===== config.mk =====
export PLATFORM = sky130hd
export DESIGN_NAME = uart_core
export DESIGN_NICKNAME = d
export VERILOG_FILES = /design/src/rtl/uart_pkg.sv /design/src/rtl/uart_bit_timer.sv /design/src/rtl/uart_core.sv
export SDC_FILE = /design/constraint.sdc
export NUM_CORES = 1
export LEC_CHECK = 0
export ABC_AREA = 1
export BUFFER_PORTS_ARGS = -buffer_cell sky130_fd_sc_hd__buf_2
export CAP_MARGIN = 15
export CORE_MARGIN = 4
export CORE_UTILIZATION = 60
export CTS_CLUSTER_DIAMETER = 60
export CTS_CLUSTER_SIZE = 12
export DETAILED_ROUTE_END_ITERATION = 7
export HOLD_SLACK_MARGIN = 0.02
export PLACE_DENSITY = 0.76
export SLEW_MARGIN = 0
export SYNTH_ARGS = -nofsm -noshare
export SYNTH_HDL_FRONTEND = slang
export SYNTH_HIERARCHICAL = 1
export SYNTH_SLANG_ARGS = --single-unit
export TNS_END_PERCENT = 10

===== constraint.sdc =====
create_clock -name clk -period 2.6 [get_ports clk]
set_input_delay 0.26 -clock clk [delete_from_list [all_inputs] [get_ports clk]]
set_output_delay 0.26 -clock clk [all_outputs]
set_load 0.05 [all_outputs]

===== src/rtl/uart_pkg.sv =====
// Shared types and frame constants for the 8N1 UART core.
package uart_pkg;

    typedef enum logic [1:0] {TX_IDLE, TX_START, TX_DATA, TX_STOP} tx_state_t;
    typedef enum logic [1:0] {RX_IDLE, RX_START, RX_DATA, RX_STOP} rx_state_t;

    localparam logic START_BIT  = 1'b0;
    localparam logic STOP_BIT   = 1'b1;
    localparam int   FRAME_BITS = 10;

endpackage


===== src/rtl/uart_bit_timer.sv =====
// Bit-period down-counter: loads a full or half bit period and flags terminal count.
module uart_bit_timer #(
    parameter int CLKS_PER_BIT = 16
) (
    input  logic clk,
    input  logic rst_n,
    input  logic clr_i,
    input  logic load_i,
    input  logic half_i,
    output logic tick_o
);

    localparam int W = $clog2(CLKS_PER_BIT);
    localparam logic [W-1:0] FULL_LOAD = W'(CLKS_PER_BIT - 1);
    localparam logic [W-1:0] HALF_LOAD = W'(CLKS_PER_BIT / 2 - 1);

    logic [W-1:0] cnt_q, cnt_d;

    // Loading N-1 makes the tick land exactly N cycles after the load edge.
    always_comb begin
        cnt_d = cnt_q;
        if (clr_i) begin
            cnt_d = '0;
        end else if (load_i) begin
            cnt_d = half_i ? HALF_LOAD : FULL_LOAD;
        end else if (cnt_q != '0) begin
            cnt_d = cnt_q - 1'b1;
        end
    end

    always_ff @(posedge clk or negedge rst_n) begin
        if (!rst_n) begin
            cnt_q <= '0;
        end else begin
            cnt_q <= cnt_d;
        end
    end

    assign tick_o = (cnt_q == '0);

endmodule


===== src/rtl/uart_core.sv =====
// Full-duplex 8N1 UART: independent TX and RX FSMs, each paced by its own bit timer.
module uart_core
    import uart_pkg::*;
#(
    parameter int CLKS_PER_BIT = 16,
    parameter int DATA_BITS    = 8
) (
    input  logic                 clk,
    input  logic                 rst_n,
    input  logic                 tx_rx_enable,
    input  logic                 tx_rx_start,
    output logic                 tx_out,
    input  logic                 rx_in,
    input  logic [DATA_BITS-1:0] tx_data,
    output logic [DATA_BITS-1:0] rx_received_data,
    output logic                 valid,
    output logic                 busy
);

    localparam int IW = $clog2(DATA_BITS);
    localparam logic [IW-1:0] LAST_IDX = IW'(DATA_BITS - 1);

    tx_state_t              tx_state_q;
    logic [DATA_BITS-1:0]   tx_shift_q;
    logic [IW-1:0]          tx_idx_q;
    logic                   tx_out_q, busy_q;
    logic                   tx_tick, tx_load;

    rx_state_t              rx_state_q;
    logic [1:0]             rx_sync_q;
    logic [DATA_BITS-1:0]   rx_shift_q, rx_data_q;
    logic [IW-1:0]          rx_idx_q;
    logic                   valid_q, ferr_q;
    logic                   rx_s, rx_tick, rx_load, rx_half;

    assign rx_s = rx_sync_q[1];

    assign tx_load = (tx_state_q == TX_IDLE) ? (tx_rx_start && !busy_q)
                                             : (tx_tick && tx_state_q != TX_STOP);

    assign rx_half = (rx_state_q == RX_IDLE);
    assign rx_load = ((rx_state_q == RX_IDLE)  && !rx_s) ||
                     ((rx_state_q == RX_START) && rx_tick && !rx_s) ||
                     ((rx_state_q == RX_DATA)  && rx_tick);

    uart_bit_timer #(.CLKS_PER_BIT(CLKS_PER_BIT)) u_tx_timer (
        .clk    (clk),
        .rst_n  (rst_n),
        .clr_i  (tx_rx_enable),
        .load_i (tx_load),
        .half_i (1'b0),
        .tick_o (tx_tick)
    );

    uart_bit_timer #(.CLKS_PER_BIT(CLKS_PER_BIT)) u_rx_timer (
        .clk    (clk),
        .rst_n  (rst_n),
        .clr_i  (tx_rx_enable),
        .load_i (rx_load),
        .half_i (rx_half),
        .tick_o (rx_tick)
    );

    always_ff @(posedge clk or negedge rst_n) begin
        if (!rst_n) begin
            tx_state_q <= TX_IDLE;
            tx_shift_q <= '0;
            tx_idx_q   <= '0;
            tx_out_q   <= STOP_BIT;
            busy_q     <= 1'b0;
        end else if (tx_rx_enable) begin
            tx_state_q <= TX_IDLE;
            tx_shift_q <= '0;
            tx_idx_q   <= '0;
            tx_out_q   <= STOP_BIT;
            busy_q     <= 1'b0;
        end else begin
            case (tx_state_q)
                TX_IDLE: if (tx_rx_start && !busy_q) begin
                    tx_shift_q <= tx_data;
                    tx_state_q <= TX_START;
                    busy_q     <= 1'b1;
                    tx_out_q   <= START_BIT;
                end
                TX_START: if (tx_tick) begin
                    tx_out_q   <= tx_shift_q[0];
                    tx_shift_q <= tx_shift_q >> 1;
                    tx_idx_q   <= '0;
                    tx_state_q <= TX_DATA;
                end
                TX_DATA: if (tx_tick) begin
                    if (tx_idx_q == LAST_IDX) begin
                        tx_out_q   <= STOP_BIT;
                        tx_state_q <= TX_STOP;
                    end else begin
                        tx_out_q   <= tx_shift_q[0];
                        tx_shift_q <= tx_shift_q >> 1;
                        tx_idx_q   <= tx_idx_q + 1'b1;
                    end
                end
                TX_STOP: if (tx_tick) begin
                    tx_state_q <= TX_IDLE;
                    busy_q     <= 1'b0;
                end
                default: tx_state_q <= TX_IDLE;
            endcase
        end
    end

    // In STOP the timer is not reloaded, so its tick stays high while a
    // framing error waits for the line to return to idle.
    always_ff @(posedge clk or negedge rst_n) begin
        if (!rst_n) begin
            rx_state_q <= RX_IDLE;
            rx_sync_q  <= 2'b11;
            rx_shift_q <= '0;
            rx_data_q  <= '0;
            rx_idx_q   <= '0;
            valid_q    <= 1'b0;
            ferr_q     <= 1'b0;
        end else if (tx_rx_enable) begin
            rx_state_q <= RX_IDLE;
            rx_sync_q  <= 2'b11;
            rx_shift_q <= '0;
            rx_data_q  <= '0;
            rx_idx_q   <= '0;
            valid_q    <= 1'b0;
            ferr_q     <= 1'b0;
        end else begin
            rx_sync_q <= {rx_sync_q[0], rx_in};
            valid_q   <= 1'b0;
            case (rx_state_q)
                RX_IDLE: if (!rx_s) rx_state_q <= RX_START;
                RX_START: if (rx_tick) begin
                    if (!rx_s) begin
                        rx_idx_q   <= '0;
                        rx_state_q <= RX_DATA;
                    end else begin
                        rx_state_q <= RX_IDLE;
                    end
                end
                RX_DATA: if (rx_tick) begin
                    rx_shift_q <= {rx_s, rx_shift_q[DATA_BITS-1:1]};
                    if (rx_idx_q == LAST_IDX) rx_state_q <= RX_STOP;
                    else                      rx_idx_q   <= rx_idx_q + 1'b1;
                end
                RX_STOP: if (rx_tick) begin
                    if (rx_s) begin
                        if (!ferr_q) begin
                            rx_data_q <= rx_shift_q;
                            valid_q   <= 1'b1;
                        end
                        ferr_q     <= 1'b0;
                        rx_state_q <= RX_IDLE;
                    end else begin
                        ferr_q <= 1'b1;
                    end
                end
                default: rx_state_q <= RX_IDLE;
            endcase
        end
    end

    assign tx_out           = tx_out_q;
    assign busy             = busy_q;
    assign valid            = valid_q;
    assign rx_received_data = rx_data_q;

endmodule


---- Yosys cells after proc, flatten, opt, wreduce, memory -nomap -nowiden ----
Cells that the tools add are included.
operators by class
  reductions and logical operators ........ 36
  add/subtract/negate cells ............... 4
  mux-type cells .......................... 69
  equality and inequality tests ........... 24
operators by type and width
  cell                                                   count
  two-way mux 8 bit                                      13
  inequality test 3 bit, second input constant           12
  two-way mux 2 bit                                      15
  two-way mux 4 bit                                      7
  two-way mux 3 bit                                      9
  one-hot mux 8 bit (3 select lines)                     1
  two-way mux 1 bit                                      18
  one-hot mux 2 bit (4 select lines)                     2
  AND reduction 5 bit                                    3
  nonzero test 3 bit                                     5
  one-hot mux 3 bit (2 select lines)                     2
  AND reduction 4 bit                                    3
  nonzero test 4 bit                                     3
  == test 2 bit, second input constant                   4
  logical NOT 4 bit                                      2
  nonzero test 2 bit                                     4
  subtractor 4 x 1 -> 4 bit, second input constant       2
  adder 3 x 1 -> 3 bit, second input constant            2
  == test 3 bit, second input constant                   2
  logical AND 1 bit                                      6
  inequality test 3 x 2 -> 1 bit, second input constant  2
  AND reduction 6 bit                                    1
  == test 2 x 1 -> 1 bit, second input constant          2
  logical NOT 2 bit                                      2
  other kinds (7)                                        11
word-level totals
  output and inout bits ................... 11
  input port bits ......................... 13
  word-level logic and storage cells ...... 147
  bits in registers ....................... 48

---- Logic depth before layout (Yosys ltp) ----
Gate-level depths: netlist (run 1).
  word-level depth ........................ 7
  gate-level depth with buffers ........... 11
  mapped depth without buffers ............ 11

---- Cells and area by module ----
Netlist (run 1), hierarchy kept.
by module, submodules not included
  module          times used  cells each  area an instance (um^2)
  uart_core       1           281         2224.6
  uart_bit_timer  2           33          234.0

---- Worst setup path after synthesis (run 1) ----
OpenSTA, ideal clock, no wires.
  kind .................................... register -> register
  from .................................... register u_rx_timer.cnt_q[0]
  to ...................................... register rx_data_q[2] (netlist: rx_received_data[2])
  required time ........................... 2472 ps
  cell stages (with the launch flop) ...... 11
  arrival ................................. 1513 ps
  clock period less this slack ............ 1641 ps
  setup time .............................. 128 ps
  setup slack ............................. 959 ps
  path through ............................ dfrtp_1 inv_1 ha_1 inv_1 nor3_1 inv_1 nor2_4 nand2_2 buf_6 nand3_1 o21ai_0
on the way
  longest elaborated chain between the ends .. 3
RTL lines
  element                               line                  RTL
  start: declaration                    uart_bit_timer.sv:17  logic [W-1:0] cnt_q, cnt_d;
  start signal: assignment              uart_bit_timer.sv:35  cnt_q <= cnt_d;
  logical NOT 4 bit                     uart_bit_timer.sv:39  assign tick_o = (cnt_q == '0);
  net rx_tick                           uart_core.sv:34       logic rx_s, rx_tick, rx_load, rx_half;
  nonzero test 2 bit (no source line)   n/a
  AND reduction 4 bit (no source line)  n/a
  end signal: assignment                uart_core.sv:150      rx_data_q <= rx_shift_q;
  end: declaration                      uart_core.sv:31       logic [DATA_BITS-1:0] rx_shift_q, rx_data_q;
The timed path passes the listed nets, and every way through them passes these cells.
A chain may end at the register's enable or synchronous reset.

---- Final worst setup path (run 1) ----
  from .................................... register u_rx_timer.cnt_q[0]
  to ...................................... register rx_data_q[0] (netlist: rx_received_data[0])
Same word-level chain as after synthesis.

==> key figures, run 1 <==
Run status
  – Status: finished, final reports clean

Placement
  – Port buffer count: 23
  – Place WS: between 0.7 and 0.8 ns
  – Dpl cells: approximately 420
  – Hpwl dp: ~3600 um
  – Global placer's final weighted congestion: roughly 0.83
  – DP Area: roughly 2800 um2

Route
  – Antenna-violating nets left: 0
  – Initial DRC count: ~160
  – Via/cell ratio: about 5
  – Post-DR wirelength/cell: 11.9 um
  – Via count: 2182
  – Routed WL: between 5000 and 6000 um
  – 1st-pass router iterations: 4
  – Post-route DRC: 0

Timing
  – Sum Neg Setup Slack: 0 ns
  – Final Cycle Share: 0.752
  – # setup viols final: 0
  – Setup ws final: 0.646 ns
  – Final min period: roughly 2.0 ns
  – Slew Viols, Final: 0
  – RSZ-0062 raised after global routing: no
  – FMAX: approximately 500 MHz
  – Hold_ws: 0.142 ns
  – Worst clock skew: about 0.0080 ns
  – Final-report hold violation count: 0

Floorplanning
  – Core Area: 4350 um2
  – Initial Utilization: 0.618
  – Die W: about 75 um
  – Die footprint: 5620 um2
  – Chip height: between 70 and 80 um
  – Std-Cell Rows: 24
  – I/O Pins: 24

Worst setup path
  – Critical Path RT: around 2.8 ns
  – Critical path startpoint category: flop
  – CP endpoint kind: flop
  – Reg-to-Reg Start: u_rx_timer/cnt_q[0]
  – Critical Path AT: 2.20 ns
  – Reg2Reg Setup Slack: between 0.6 and 0.7 ns
  – Critical path origin: u_rx_timer/cnt_q[0]
  – CP endpoint: rx_received_data[0]
  – Crit path kind: flop to flop
  – Reg2Reg Depth: 10
  – FF-to-FF End: rx_received_data[0]
  – Worst Path Max Fanout: 16

Synth
  – Count leader, synth: nand2_1
  – Yosys warning total: 6
  – Net Count, Synth: 370
  – Number of synthesized flops with an enable pin: 0
  – Top post-synthesis cells by count: 95 x nand2_1, 46 x inv_1, 45 x dfrtp_1, 36 x nor2_1, 32 x nand3_1
  – Post-synth ARST share: 1.00
  – Synth Register Bits: between 40 and 50
  – Post-Syn Area: approximately 2700 um2
  – Ys flop type: dfrtp_1
  – Syn Area/Cell: 7.76 um2
  – Post-synth cell types: 30
  – Sequential cell area fraction in the yosys report: 0.447
  – Yosys top cell area share: 0.418
  – Leading area contributor after synthesis: dfrtp_1
  – Cells taking the most area after synthesis: dfrtp_1 42%, nand2_1 13%, inv_1 6.4%, nand3_1 5.9%, nor2_1 5.0%
  – Cells after synthesis: around 350

Power and ir drop
  – Pint: between 1.5 and 2 mW
  – Worst vdd ir: ~0.00043 V
  – Sw frac: 0.414
  – Switching pwr: approximately 1.1 mW
  – LEAKAGE: between 1.5 and 2 nW
  – Total power: 2.61 mW
  – Logic pwr share: 0.404
  – Clock network fraction of total power: 0.211
  – P per Cell Area: just under 900 nW/um2
  – Seq pwr share: 0.385

Final layout
  – Non-Filler Instances: approximately 430
  – Post-route cell area: 2950 um2
  – Area growth, synth to finish: 9.48%
  – Layout cells sized above 1: 0.158
  – Layout Utilization: 0.677
  – Nets@finish: between 300 and 400
  – # diodes: 0

Min path
  – WHS Path Cells: 2
  – Worst hold-check path type: primary input to flop

Global route
  – GRT Total Usage: 0.204
  – Vias in the first global route: 2041
  – Grt total ovfl: 0
  – Largest net degree at the start of global routing: 27
  – Initial antenna violation count: 0
  – First-pass GRT wire length: between 8000 and 9000 um

CTS
  – CTS tree: yes
  – Clock sink total: 48
  – Worst-Skew Late Latency: 0.30 ns
  – Resized cells post-CTS: 0
  – H-Tree Depth: 2
  – Number of buffers created by CTS: 5
  – Post-CTS setup buffers: 0
  – CTS Buffer Depth: 2
  – Clock Tree Root: clkbuf_8
  – Clk pin slew, worst setup/hold paths: ~0.09 ns

Job
  – Max cap viols: 0
area by class of cell:
cell class / count / area, um2
inverters: 48 / 183
multi-input cells: 243 / 1230
flip-flops and latches: 48 / 1200
fillers: 349 / 1410
clock inverters: 3 / 46.3
repair buffers: 27 / 148
clock buffers: 5 / 68.8
well taps: 52 / 65.1
registers in the layout (all words and copies together), names as in the netlist, 2 cells and up:
signal            flops
tx_idx_q              3
rx_received_data      8
rx_state_q            2
rx_shift_q            8
rx_idx_q              3
tx_state_q            2
tx_shift_q            8
rx_sync_q             2
u_tx_timer/cnt_q      4
u_rx_timer/cnt_q      4
kinds of logic (layout without fill, tap and decap cells):
group | after synthesis | count (layout) | share of synthesized area
flip-flops | 48 | 48 | 0.447
multiplexers | 1 | 1 | 0.00372
buffers and inverters | 56 | 83 | 0.0948
other | 1 | 1 | 0.00139
AND/OR/NAND/NOR | 187 | 187 | 0.321
AO/OA/AOI/OAI | 44 | 44 | 0.0850
adder cells (fa/ha/maj) | 10 | 10 | 0.0465
power by group through the flow:
stage	Sequential [mW]	Clock, mW	Combinational (mW)
after CTS	1.01	0.570	1.07
final	1.00	0.549	1.05
after global placement	1.02	0	1.03
after floorplan	1.03	0	0.839
after detailed placement	1.02	0	1.06
after global routing	1.02	0.596	1.22
worst max-delay path: stages (launching register included):
cell,delay (ns)
dfrtp_1,0.39
inv_1,0.09
ha_1,0.19
inv_1,0.07
nor3_1,0.31
inv_1,0.19
nor2_4,0.16
nand2_2,0.19
nor2_1,0.18
nand2_1,0.07
nand2_1,0.06
metal layers:
| metal | vias up | share of wire | wire [um] | global-route usage |
|---|---|---|---|---|
| li1 | 1145 | - | - | - |
| met1 | 994 | 0.48 | 2430 | 0.288 |
| met2 | 37 | 0.46 | 2340 | 0.313 |
| met3 | 6 | 0.043 | 219 | 0.0427 |
| met4 | 0 | 0.013 | 65 | 0.0652 |
| met5 | - | 0 | 0 | 0 |
repair_timing:
item                                   in CTS  in global routing
endpoints found under the hold margin       3                  0
setup endpoints to repair                   0                  0
hold buffers                                1                  0
cells in the final DEF, fill, tap and decap left out, types with 2 or more instances in the layout:
cell,n
nand4_1,2
buf_4,3
o21ai_1,11
ha_1,10
o31ai_1,2
dfstp_2,3
clkbuf_8,5
or2_2,2
nor3_1,3
nand2_2,5
dfrtp_1,45
nor2_4,2
nand3_1,32
buf_2,23
nor2_1,36
nor2_2,3
nand2_1,95
nand3_2,3
inv_1,46
o21ai_0,23
a21oi_1,7
how the worst min path moves through the flow:
stage                               end  start
CTS                        rx_sync_q[0]  rx_in
detailed placement  u_rx_timer/cnt_q[0]  rst_n
global route               rx_sync_q[0]  rx_in
floorplan                          busy  rst_n
finish                     rx_sync_q[0]  rx_in
global placement    u_rx_timer/cnt_q[0]  rst_n
No activity file was read; power rests on OpenSTA's default activity.
==> inputs of run 2 (changes only) <==
- ABC_AREA: 1 -> 0
- CORE_UTILIZATION: 60 -> 53
- PLACE_DENSITY: 0.76 -> 0.71
- clock period: 2.6 -> 1.7 ns (I/O delays scaled with it)
==> key figures, run 2 <==
CTS
  – Worst-Skew Late Latency: 0.30 ns (about the same)
  – Clock Tree Root: clkbuf_8 (unchanged)
  – Clock sink total: 48 (unchanged)
  – CTS Buffer Depth: 2 (unchanged)
  – Clk pin slew, worst setup/hold paths: 0.08 ns (was 0.09 ns)
  – CTS tree: yes (unchanged)
  – H-Tree Depth: 2 (unchanged)
  – Number of buffers created by CTS: 5 (unchanged)

Route
  – 1st-pass router iterations: 4 (unchanged)
  – Post-route DRC: 0 (unchanged)
  – Via count: 1978 (was 2182)
  – Routed WL: 5000 um (was 5060 um)
  – Post-DR wirelength/cell: 13.3 um (was 11.9 um)
  – Initial DRC count: 138 (was 162)
  – Via/cell ratio: 5.26 (was 5.12)
  – Antenna-violating nets left: 0 (unchanged)

Synth
  – Count leader, synth: dfrtp_1 (was nand2_1)
  – Synth Register Bits: 48 (unchanged)
  – Cells taking the most area after synthesis: dfrtp_1 43%, mux2i_1 5.7%, ha_1 4.7%, a21oi_1 4.5%, mux2_4 3.4% (was dfrtp_1 42%, nand2_1 13%, inv_1 6.4%, nand3_1 5.9%, nor2_1 5.0%)
  – Synth Area in Compound Gates: 0.147 (was 0.0850)
  – Yosys warning total: 6 (unchanged)
  – Sequential cell area fraction in the yosys report: 0.456 (was 0.447)
  – Cells after synthesis: 262 (was 347)
  – Post-synth cell types: 44 (was 30)
  – Number of synthesized flops with an enable pin: 0 (unchanged)
  – Largest family of logic cells by synthesized area: simple AND/OR/NAND/NOR gates (unchanged)
  – Post-synth ARST share: 1.00 (unchanged)
  – Post-synthesis mux area share: 0.0993 (was 0.00372)
  – Leading area contributor after synthesis: dfrtp_1 (unchanged)
  – Syn Area/Cell: 10.1 um2 (was 7.76 um2)
  – Top post-synthesis cells by count: 45 x dfrtp_1, 24 x a21oi_1, 18 x nor2_1, 16 x nand3_1 (was 95 x nand2_1, 46 x inv_1, 45 x dfrtp_1, 36 x nor2_1, 32 x nand3_1)
  – Ys flop type: dfrtp_1 (unchanged)
  – Post-Syn Area: 2650 um2 (was 2690 um2)
  – XOR/XNOR Fraction of Synth Area: 0.00662 (was 0)
  – Adder-Cell Fraction of Synth Area: 0.0473 (was 0.0465)
  – Yosys top cell area share: 0.426 (was 0.418)
  – Simple-gate share of the synthesized area: 0.201 (was 0.321)
  – Net Count, Synth: 285 (was 370)

Timing
  – RSZ-0062 raised after global routing: yes (was no)
  – Final Cycle Share: 1.09 (was 0.752)
  – FMAX: 539 MHz (was 512 MHz)
  – Worst clock skew: 0.00660 ns (was 0.00802 ns)
  – Hold_ws: 0.0544 ns (was 0.142 ns)
  – Setup ws final: -0.155 ns (was 0.646 ns)
  – # setup viols final: 16 (was 0)
  – Final min period: 1.86 ns (was 1.95 ns)
  – Slew Viols, Final: 0 (unchanged)
  – Final-report hold violation count: 0 (unchanged)

Worst setup path
  – Critical Path AT: 2.05 ns (was 2.20 ns)
  – Reg-to-Reg Start: u_tx_timer/cnt_q[1] (was u_rx_timer/cnt_q[0])
  – Slowest CP cell: dfrtp_1 (unchanged)
  – Critical Path RT: 1.89 ns (was 2.84 ns)
  – Reg2Reg Setup Slack: -0.16 ns (was 0.65 ns)
  – CP endpoint kind: flop (unchanged)
  – Critical path startpoint category: flop (unchanged)
  – FF-to-FF End: tx_shift_q[2] (was rx_received_data[0])
  – Critical path origin: u_tx_timer/cnt_q[1] (was u_rx_timer/cnt_q[0])
  – Reg2Reg Depth: 6 (was 10)
  – Crit path kind: flop to flop (unchanged)
  – CP cell instances: inv_2 -> ha_4 -> nor3b_4 -> o21ba_4 -> a211o_4 -> mux2_4 (was inv_1 -> ha_1 -> inv_1 -> nor3_1 -> inv_1 -> nor2_4 -> nand2_2 -> nor2_1 -> nand2_1 -> nand2_1)
  – Worst Path Max Fanout: 6 (was 16)
  – CP endpoint: tx_shift_q[2] (was rx_received_data[0])
  – CP max stage delay: 0.39 ns (about the same)

Power and ir drop
  – Clock network fraction of total power: 0.179 (was 0.211)
  – Seq pwr share: 0.320 (was 0.385)
  – Sw frac: 0.340 (was 0.414)
  – P per Cell Area: 1500 nW/um2 (was 885 nW/um2)
  – Total power: 4.81 mW (was 2.61 mW)
  – Switching pwr: 1.64 mW (was 1.08 mW)
  – LEAKAGE: 1.47 nW (was 1.57 nW)
  – Logic pwr share: 0.501 (was 0.404)
  – Pint: 3.18 mW (was 1.53 mW)
  – Worst vdd ir: 0.000948 V (was 0.000434 V)

Run status
  – Status: finished, violations left (was finished, final reports clean)
  – Violated checks: negative setup slack

Global route
  – GR Util met3: 0.0344 (was 0.0427)
  – Vias in the first global route: 2058 (was 2041)
  – Grt total ovfl: 0 (unchanged)
  – M1 GR Usage: 0.258 (was 0.288)
  – Met2 Resource Use GR: 0.301 (was 0.313)
  – First-pass GRT wire length: 9290 um (was 8960 um)
  – GRT Total Usage: 0.187 (was 0.204)
  – Largest net degree at the start of global routing: 29 (was 27)
  – Busiest layer in global routing: met2 (unchanged)
  – Initial antenna violation count: 0 (unchanged)

Floorplanning
  – Std-Cell Rows: 25 (was 24)
  – I/O Pins: 24 (unchanged)
  – Initial Utilization: 0.553 (was 0.618)
  – Die footprint: 6190 um2 (was 5620 um2)
  – Core Area: 4790 um2 (was 4350 um2)
  – Chip height: 78.6 um (was 75.0 um)
  – Die W: 78.6 um (was 75.0 um)

Job
  – Max cap viols: 0 (unchanged)

Final layout
  – Most frequent cells in the layout: 45 x dfrtp_1, 29 x buf_4, 24 x a21oi_1, 23 x buf_2, 18 x nor2_1 (was 95 x nand2_1, 46 x inv_1, 45 x dfrtp_1, 36 x nor2_1, 32 x nand3_1)
  – Non-Filler Instances: 376 (was 426)
  – Area growth, synth to finish: 21.1% (was 9.48%)
  – Layout cells sized above 1: 0.294 (was 0.158)
  – Most common cell after layout, fill and taps aside: dfrtp_1 (was nand2_1)
  – Nets@finish: 331 (was 396)
  – # diodes: 0 (unchanged)

Min path
  – Worst Hold Launch: rx_in (unchanged)
  – Worst hold-check path type: primary input to flop (unchanged)

Placement
  – Hpwl dp: 3530 um (was 3620 um)
  – Dpl cells: 364 (was 417)
  – Global placer's final weighted congestion: 0.768 (was 0.829)
  – Port buffer count: 23 (unchanged)
-- run 2: cell types whose count changed in the layout (fill, tap and decap cells not counted), moves of 13 or more --
cell     delta
buf_4      +26
nor2_1     -18
nand3_1    -17
nor2b_1    +13
inv_1      -36
mux2i_1    +14
nand2_1    -80
o21ai_0    -15
a21oi_1    +17
-- run 2: critical path, delay by kind of cell, from the launching register on --
kind            cells  cell delay, ns
fa+ha+maj           1            0.13
flops               1            0.39
mux                 1            0.31
compound gates      2            0.56
buf+inv             1            0.09
simple gates        1            0.27
-- run 2: power groups by stage --
stage	Combinational (mW)	Clock [mW]	Sequential, mW
final	2.41	0.862	1.54
after global routing	2.64	0.926	1.57
after CTS	2.36	0.885	1.54
after detailed placement	2.29	0	1.55
after global placement	2.25	0	1.54
after floorplan	1.60	0	1.56
-- run 2: repair_timing --
action                                 CTS  global route
setup buffers                            2             1
endpoints found under the hold margin   12             0
gates resized for setup                  4             6
setup endpoints to repair               20            45
pin swaps                                3             3
hold buffers                             1             0
-- run 2: stage by stage --
stage               setup TNS [ns]  instance area [um2]  worst slack [ns]   util
global route                 -4.36                 3200            -0.227  0.669
finish                       -1.41                 3200            -0.155  0.669
global placement             -1.34                 3010            -0.151  0.628
floorplan                    -1.34                 2680            -0.160      -
CTS                          -1.41                 3170            -0.186  0.662
detailed placement           -1.97                 3010            -0.198  0.628
-- run 2: worst min path at each step --
stage,end,slack (ns),cells after the start
2_1_floorplan,busy,-0.13,0
3_3_place_gp,tx_shift_q[7],0.10,1
3_5_place_dp,tx_shift_q[7],0.11,1
4_1_cts,rx_sync_q[0],0.05,2
5_1_grt,rx_sync_q[0],0.07,2
6_report,rx_sync_q[0],0.05,2
-- run 2: cell type report --
class	count	area, um2
fillers	382	1580
multi-input cells	187	1380
flip-flops and latches	48	1200
repair buffers	54	363
well taps	67	83.8
clock buffers	6	82.6
inverters	12	45.0
clock inverters	2	38.8
-- run 2: cell families after synthesis --
| kind of cell | Yosys count |
|---|---|
| other cells | 1 |
| flops | 48 |
| buf+inv | 27 |
| compound gates | 57 |
| simple gates | 94 |
| fa+ha+maj | 10 |
| xor+xnor | 2 |
| mux | 23 |
-- run 2: routing by layer --
metal	vias to the layer above	part of all wire	wire length [um]
li1	1006	-	-
met5	-	0	0
met1	941	0.49	2470
met2	26	0.46	2290
met4	0	0.013	63
met3	5	0.036	179
